**config.mk**
```make
export PLATFORM = sky130hd
export DESIGN_NAME = iomem_gpio_timer_flat
export DESIGN_NICKNAME = d
export VERILOG_FILES = /design/src/rtl/iomem_gpio_timer_pkg.sv /design/src/rtl/iomem_gpio_timer_if.sv /design/src/rtl/iomem_gpio_timer_sync_ff.sv /design/src/rtl/iomem_gpio_timer.sv /design/src/flat_wrapper.sv
export SDC_FILE = /design/constraint.sdc
export NUM_CORES = 1
export LEC_CHECK = 0
export BUFFER_PORTS_ARGS = -buffer_cell sky130_fd_sc_hd__buf_4
export CORE_ASPECT_RATIO = 1.75
export CORE_UTILIZATION = 25
export CTS_CLUSTER_SIZE = 28
export DETAILED_ROUTE_END_ITERATION = 8
export HOLD_SLACK_MARGIN = 0.03
export PLACE_DENSITY_LB_ADDON = 0.15
export SYNTH_ARGS = -nofsm -noshare
export SYNTH_HDL_FRONTEND = slang
export SYNTH_SLANG_ARGS = --single-unit
export TNS_END_PERCENT = 10
```
**constraint.sdc**
```tcl
create_clock -name clk -period 8 [get_ports clk]
set_input_delay 1.6 -clock clk [delete_from_list [all_inputs] [get_ports clk]]
set_output_delay 1.6 -clock clk [all_outputs]
set_load 0.02 [all_outputs]
```
**src/rtl/iomem_gpio_timer_pkg.sv**
```systemverilog
// Shared constants for the iomem GPIO/timer peripheral: register offsets,
// CTRL bit positions and the default window base.
package iomem_pkg;

   localparam logic [31:0] DEF_BASE_ADDR = 32'h0300_0000;

   localparam logic [7:0] OFF_GPIO_OUT = 8'h00;
   localparam logic [7:0] OFF_GPIO_OE  = 8'h04;
   localparam logic [7:0] OFF_GPIO_IN  = 8'h08;
   localparam logic [7:0] OFF_CTRL     = 8'h0C;
   localparam logic [7:0] OFF_LOAD     = 8'h10;
   localparam logic [7:0] OFF_COUNT    = 8'h14;
   localparam logic [7:0] OFF_STATUS   = 8'h18;

   localparam int CTRL_EN     = 0;
   localparam int CTRL_AUTO   = 1;
   localparam int CTRL_IRQ_EN = 2;

   // Expands the four byte strobes into a 32-bit bit mask.
   function automatic logic [31:0] strb_mask(input logic [3:0] strb);
      return {{8{strb[3]}}, {8{strb[2]}}, {8{strb[1]}}, {8{strb[0]}}};
   endfunction

endpackage

```
**src/rtl/iomem_gpio_timer_if.sv**
```systemverilog
// picosoc iomem bus bundle; the core side is the master, peripherals are slaves.
interface iomem_if;
   logic        iomem_valid;
   logic        iomem_ready;
   logic [3:0]  iomem_wstrb;
   logic [31:0] iomem_addr;
   logic [31:0] iomem_wdata;
   logic [31:0] iomem_rdata;

   modport master (
      output iomem_valid, iomem_wstrb, iomem_addr, iomem_wdata,
      input  iomem_ready, iomem_rdata
   );

   modport slave (
      input  iomem_valid, iomem_wstrb, iomem_addr, iomem_wdata,
      output iomem_ready, iomem_rdata
   );
endinterface

```
**src/rtl/iomem_gpio_timer_sync_ff.sv**
```systemverilog
// Multi-flop synchronizer for asynchronous pad inputs; output is the last stage.
module sync_ff #(
   parameter int WIDTH  = 1,
   parameter int STAGES = 2
) (
   input  logic             clk,
   input  logic             reset,
   input  logic [WIDTH-1:0] d_i,
   output logic [WIDTH-1:0] q_o
);

   logic [STAGES-1:0][WIDTH-1:0] stg_q;

   always_ff @(posedge clk or posedge reset) begin
      if (reset) stg_q <= '0;
      else       stg_q <= {stg_q[STAGES-2:0], d_i};
   end

   assign q_o = stg_q[STAGES-1];

endmodule

```
**src/rtl/iomem_gpio_timer.sv**
```systemverilog
// iomem slave with a GPIO bank and a 32-bit down-counting timer driving a
// level interrupt. Silent outside its 256-byte window.
module iomem_gpio_timer
   import iomem_pkg::*;
#(
   parameter logic [31:0] BASE_ADDR   = DEF_BASE_ADDR,
   parameter int          GPIO_W      = 16,
   parameter int          SYNC_STAGES = 2
) (
   input  logic              clk,
   input  logic              reset,
   iomem_if.slave            bus,
   input  logic [GPIO_W-1:0] gpio_in_i,
   output logic [GPIO_W-1:0] gpio_out_o,
   output logic [GPIO_W-1:0] gpio_oe_o,
   output logic              timer_irq_o
);

   logic [GPIO_W-1:0] gpio_sync;

   sync_ff #(.WIDTH(GPIO_W), .STAGES(SYNC_STAGES)) u_sync (
      .clk   (clk),
      .reset (reset),
      .d_i   (gpio_in_i),
      .q_o   (gpio_sync)
   );

   logic              ready_q, gap_q;
   logic [31:0]       rdata_q, rdata_d;
   logic [GPIO_W-1:0] gpio_out_q, gpio_out_d;
   logic [GPIO_W-1:0] gpio_oe_q, gpio_oe_d;
   logic [2:0]        ctrl_q, ctrl_d;
   logic [31:0]       load_q, load_d;
   logic [31:0]       count_q, count_d;
   logic              expired_q, expired_d;
   logic              irq_q;

   logic        in_win, accept, wr;
   logic [7:0]  off;
   logic [31:0] bmask, rd_data;
   logic        hit;

   // gap_q keeps one idle cycle after each ready pulse so a held valid
   // cannot be acknowledged twice.
   assign in_win = (bus.iomem_addr[31:8] == BASE_ADDR[31:8]);
   assign accept = bus.iomem_valid && in_win && !ready_q && !gap_q;
   assign wr     = accept && (bus.iomem_wstrb != 4'b0000);
   assign off    = bus.iomem_addr[7:0];
   assign bmask  = strb_mask(bus.iomem_wstrb);

   always_comb begin
      rd_data = '0;
      case (off)
         OFF_GPIO_OUT: rd_data = 32'(gpio_out_q);
         OFF_GPIO_OE:  rd_data = 32'(gpio_oe_q);
         OFF_GPIO_IN:  rd_data = 32'(gpio_sync);
         OFF_CTRL:     rd_data = {29'b0, ctrl_q};
         OFF_LOAD:     rd_data = load_q;
         OFF_COUNT:    rd_data = count_q;
         OFF_STATUS:   rd_data = {31'b0, expired_q};
         default:      rd_data = '0;
      endcase
      rdata_d = accept ? rd_data : '0;
   end

   always_comb begin
      gpio_out_d = gpio_out_q;
      gpio_oe_d  = gpio_oe_q;
      ctrl_d     = ctrl_q;
      load_d     = load_q;
      count_d    = count_q;
      expired_d  = expired_q;
      hit        = 1'b0;

      if (ctrl_q[CTRL_EN]) begin
         if (count_q != 32'd0) begin
            count_d = count_q - 32'd1;
         end else begin
            hit = 1'b1;
            if (ctrl_q[CTRL_AUTO]) count_d = load_q;
            else                   ctrl_d[CTRL_EN] = 1'b0;
         end
      end

      // Bus writes are applied after the timer step so they take priority.
      if (wr) begin
         case (off)
            OFF_GPIO_OUT: gpio_out_d = (gpio_out_q & ~bmask[GPIO_W-1:0]) |
                                       (bus.iomem_wdata[GPIO_W-1:0] & bmask[GPIO_W-1:0]);
            OFF_GPIO_OE:  gpio_oe_d  = (gpio_oe_q & ~bmask[GPIO_W-1:0]) |
                                       (bus.iomem_wdata[GPIO_W-1:0] & bmask[GPIO_W-1:0]);
            OFF_CTRL:     if (bus.iomem_wstrb[0]) ctrl_d = bus.iomem_wdata[2:0];
            OFF_LOAD:     load_d  = (load_q & ~bmask) | (bus.iomem_wdata & bmask);
            OFF_COUNT:    count_d = (count_q & ~bmask) | (bus.iomem_wdata & bmask);
            OFF_STATUS:   if (bus.iomem_wstrb[0] && bus.iomem_wdata[0]) expired_d = 1'b0;
            default:      ;
         endcase
      end

      if (hit) expired_d = 1'b1;
   end

   always_ff @(posedge clk or posedge reset) begin
      if (reset) begin
         ready_q    <= 1'b0;
         gap_q      <= 1'b0;
         rdata_q    <= '0;
         gpio_out_q <= '0;
         gpio_oe_q  <= '0;
         ctrl_q     <= '0;
         load_q     <= '0;
         count_q    <= '0;
         expired_q  <= 1'b0;
         irq_q      <= 1'b0;
      end else begin
         ready_q    <= accept;
         gap_q      <= ready_q;
         rdata_q    <= rdata_d;
         gpio_out_q <= gpio_out_d;
         gpio_oe_q  <= gpio_oe_d;
         ctrl_q     <= ctrl_d;
         load_q     <= load_d;
         count_q    <= count_d;
         expired_q  <= expired_d;
         irq_q      <= expired_q & ctrl_q[CTRL_IRQ_EN];
      end
   end

   assign bus.iomem_ready = ready_q;
   assign bus.iomem_rdata = rdata_q;
   assign gpio_out_o      = gpio_out_q;
   assign gpio_oe_o       = gpio_oe_q;
   assign timer_irq_o     = irq_q;

endmodule

```
**src/flat_wrapper.sv**
```systemverilog
// flat-port wrapper written by rule: the top's interface ports become plain ports
module iomem_gpio_timer_flat import iomem_pkg::*;
#(
   parameter logic [31:0] BASE_ADDR   = DEF_BASE_ADDR,
   parameter int          GPIO_W      = 16,
   parameter int          SYNC_STAGES = 2
)
  (clk, reset, gpio_in_i, gpio_out_o, gpio_oe_o, timer_irq_o, bus_iomem_valid, bus_iomem_wstrb, bus_iomem_addr, bus_iomem_wdata, bus_iomem_ready, bus_iomem_rdata);
  iomem_if bus_i ();
  input  logic clk;
  input  logic reset;
  input  logic [GPIO_W-1:0] gpio_in_i;
  output logic [GPIO_W-1:0] gpio_out_o;
  output logic [GPIO_W-1:0] gpio_oe_o;
  output logic timer_irq_o;
  input wire logic [$bits(bus_i.iomem_valid)-1:0] bus_iomem_valid;
  input wire logic [$bits(bus_i.iomem_wstrb)-1:0] bus_iomem_wstrb;
  input wire logic [$bits(bus_i.iomem_addr)-1:0] bus_iomem_addr;
  input wire logic [$bits(bus_i.iomem_wdata)-1:0] bus_iomem_wdata;
  output wire logic [$bits(bus_i.iomem_ready)-1:0] bus_iomem_ready;
  output wire logic [$bits(bus_i.iomem_rdata)-1:0] bus_iomem_rdata;
  assign bus_i.iomem_valid = bus_iomem_valid;
  assign bus_i.iomem_wstrb = bus_iomem_wstrb;
  assign bus_i.iomem_addr = bus_iomem_addr;
  assign bus_i.iomem_wdata = bus_iomem_wdata;
  assign bus_iomem_ready = bus_i.iomem_ready;
  assign bus_iomem_rdata = bus_i.iomem_rdata;
  iomem_gpio_timer #(.BASE_ADDR(BASE_ADDR), .GPIO_W(GPIO_W), .SYNC_STAGES(SYNC_STAGES)) u_core (.clk(clk), .reset(reset), .bus(bus_i), .gpio_in_i(gpio_in_i), .gpio_out_o(gpio_out_o), .gpio_oe_o(gpio_oe_o), .timer_irq_o(timer_irq_o));
endmodule
```
==> impl_metrics.ini <==
[routing]
dr.pass1.iters = 5
viasPerCell = 5.10
routed_wl_mm = 27.5
wl_per_cell_um = 21.8
vias = 6452
antenna_left = 0
drtIter0Drc = 538
drc = 0

[worst_setup_path]
critPathLaunchType = input port
criticalPathCategory = in -> reg
cp.arrival_ps = 5280
cp_max_fo = 25
required_ps = 8350
endpoint_kind = flip-flop

[power_and_ir_drop]
seqPwrFrac_pct = 48.4
p_sw_uw = 435
clockPowerShare_pct = 47.0
leakagePower_nw = 4.49
combPwrFrac_pct = 4.6
p_int_mw = 1.33
swShare_pct = 24.6
ir_drop_mv = 0.158
cellPowerDensity_nw_per_um2 = 177

[sta]
finalCriticalPeriod_ps = 4930
skew_ps = 12.1
final-setup-viol-count = 0
rsz0062_at_grt = false
tightest_slew_ps = 1030
finalSetupTns_ps = 0
maxSlewHeadroom_pct = 30.9
max_freq_mhz = 203
finalHoldViolCount = 0
period_share_pct = 61.6
drv_slew = 0

[global_routing]
grt_use_met3_pct = 3.75
grt_usage_pct = 18.0
grt_overflow = 0
grt_use_met2_pct = 34.0
grt_max_degree = 99
top_usage_layer = met2
antenna_found_initial = 0
use_met1_pct = 19.0
grt_pass1_wl_mm = 42.1
first_global_vias = 6811

[clock_tree]
h-tree-depth = 4
post_cts_buffers = 0
cts_tree = done
cts.clk_slew.worst_paths_ps = 70
clock-sinks = 167
cts_root_buffer = clkbuf_16
worstSkewPairLatency_ps = 460
cts_buffers = 17
clock_path_buffers = 2
cts-resized-gates = 0
hold_buffers = 0

[synth]
syn_area_um2 = 7870
syn_avg_cell_area_um2 = 10.8
synth-edff-count = 0
ys_seq_area_share_pct = 53.1
ys_ff_latch = 167
ys_warn_count = 0
synthesis.nets = 821
synth_async_sr_flop_share_pct = 100
synth.distinct_cells = 60
synthFlopType = dfrtp_1
syn_inst = 732

[final_layout]
area_growth_pct = 26.7
nets = 951
diodes = 0
fillers = 3197
fin_cells = 1266
drive_above_1_share_pct = 31.7

[placed_design]
port_buffers = 152
gp_congestion = 0.806
placed_cells = 1234
hpwl_mm = 19.5

[floorplanning]
die_w_um = 136
die_area_um2 = 32200
num_io_pins = 153
initial_core_util_pct = 25.5
core-area_um2 = 30800
rows = 85
die_h_um = 237

[flow_run]
maxCapViolations = 0

[min_path]
hold_class = reg -> reg

[outcome]
status = finished, final reports clean
-- cell usage in the layout, fill, tap and decap left out, drive strengths merged, types with 3 or more instances in the layout --
| cell | netlist | layout |
|---|---|---|
| a211oi | 20 | 20 |
| a21o | 4 | 4 |
| a21oi | 18 | 18 |
| a221oi | 4 | 4 |
| a222oi | 14 | 14 |
| a22oi | 18 | 18 |
| a2bb2oi | 3 | 3 |
| a31oi | 5 | 5 |
| and2 | 7 | 7 |
| and3 | 18 | 18 |
| and4 | 3 | 3 |
| buf | 16 | 161 |
| clkbuf | 34 | 18 |
| clkinv | 0 | 3 |
| clkinvlp | 0 | 3 |
| dfrtp | 167 | 167 |
| inv | 12 | 19 |
| mux2 | 65 | 65 |
| mux2i | 24 | 24 |
| nand2 | 49 | 49 |
| nand3 | 13 | 13 |
| nand4 | 10 | 10 |
| nor2 | 73 | 73 |
| nor3 | 13 | 13 |
| nor3b | 6 | 6 |
| nor4 | 18 | 18 |
| nor4b | 5 | 5 |
| o211ai | 3 | 3 |
| o21ai | 44 | 44 |
| o22ai | 15 | 15 |
| or3 | 8 | 8 |
| or4 | 10 | 10 |
-- metrics by stage --
step / hold WS [ps] / area (µm²) / setup WS (ps) / utilization (%) / power (mW)
final: 346 / 9980 / 3070 / 32.3 / 1.76
after global routing: 362 / 9980 / 2920 / 32.3 / 1.83
after CTS: 347 / 9980 / 3110 / 32.3 / 1.79
after detailed placement: 335 / 9400 / 2630 / 30.5 / 0.954
after global placement: 333 / 9400 / 2660 / 30.5 / 0.954
after floorplan: 331 / 7870 / 1880 / - / 0.899
-- critical path: stages --
cell and delay (ps):
buf_4 360, or4b_2 680, nor3_1 590, and3_1 710, nand2b_1 840, o21ai_0 210, o221a_2 280
-- cell families after synthesis --
logic type / share of synthesized area, %
buffers and inverters: 3.18
xor gates and xnor gates: 0.445
and+or+nand+nor: 16.4
adders and majority gates: 0.318
muxes: 12.3
AOI/OAI and AO/OA: 14.2
DFF: 53.1
-- routing by layer --
layer  routed length [µm]  vias to the layer above
li1                     -                     3000
met1                 9980                     3254
met2                15800                      157
met3                 1110                       41
met4                  694                        0
met5                    0                        -
-- worst paths after layout --
| check | startpoint | to | slack [ps] | cells after the start |
|---|---|---|---|---|
| max reg2reg | flip-flop | flip-flop | 4340 | 6 |
| min reg2reg | u_core.u_sync.stg_q[2] | u_core.u_sync.q_o[2] | 350 | 0 |
| min | u_core.u_sync.stg_q[2] | u_core.u_sync.q_o[2] | 350 | 0 |
| max | bus_iomem_addr[4] | flip-flop | 3070 | 7 |
| min in group asynchronous | reset | u_core.u_sync.stg_q[3] | 1340 | 2 |
| max in group asynchronous | reset | u_core.bus.iomem_rdata[19] | 5150 | 3 |
-- synthesized netlist by cell type, types with 6 or more instances --
library cell | number | share of area [%]
a211oi_1 | 20 | 1.9
a21oi_1 | 18 | 1.1
a222oi_1 | 14 | 1.8
a22oi_1 | 18 | 1.7
and2_1 | 7 | 0.56
and3_1 | 18 | 1.4
buf_2 | 11 | 0.70
clkbuf_1 | 34 | 1.6
dfrtp_1 | 167 | 53
inv_1 | 12 | 0.57
mux2_2 | 65 | 9.3
mux2i_1 | 24 | 3.1
nand2_1 | 49 | 2.3
nand3_1 | 13 | 0.83
nand4_1 | 10 | 0.79
nor2_1 | 73 | 3.5
nor3_1 | 10 | 0.64
nor3b_1 | 6 | 0.57
nor4_1 | 16 | 1.3
o21ai_0 | 44 | 2.8
o22ai_1 | 15 | 1.2
or3_1 | 7 | 0.56
or4_1 | 9 | 0.86
-- cell type report --
cell class              count  area [µm²]  area share, %
flip-flops and latches    167        4180           41.9
multi-input cells         503        3470           34.8
repair buffers            161        1210           12.1
well taps                 391         489           4.90
clock buffers              18         439           4.40
clock inverters            14         135           1.35
inverters                  12        50.0          0.502
-- power by group through the flow --
stage	sequential, mW	clock [mW]	combinational (mW)
final	0.854	0.829	0.0804
after global routing	0.855	0.887	0.0891
after CTS	0.854	0.854	0.0833
after detailed placement	0.871	0	0.0832
after global placement	0.871	0	0.0830
after floorplan	0.870	0	0.0291
(Power assumes the default switching activity.)
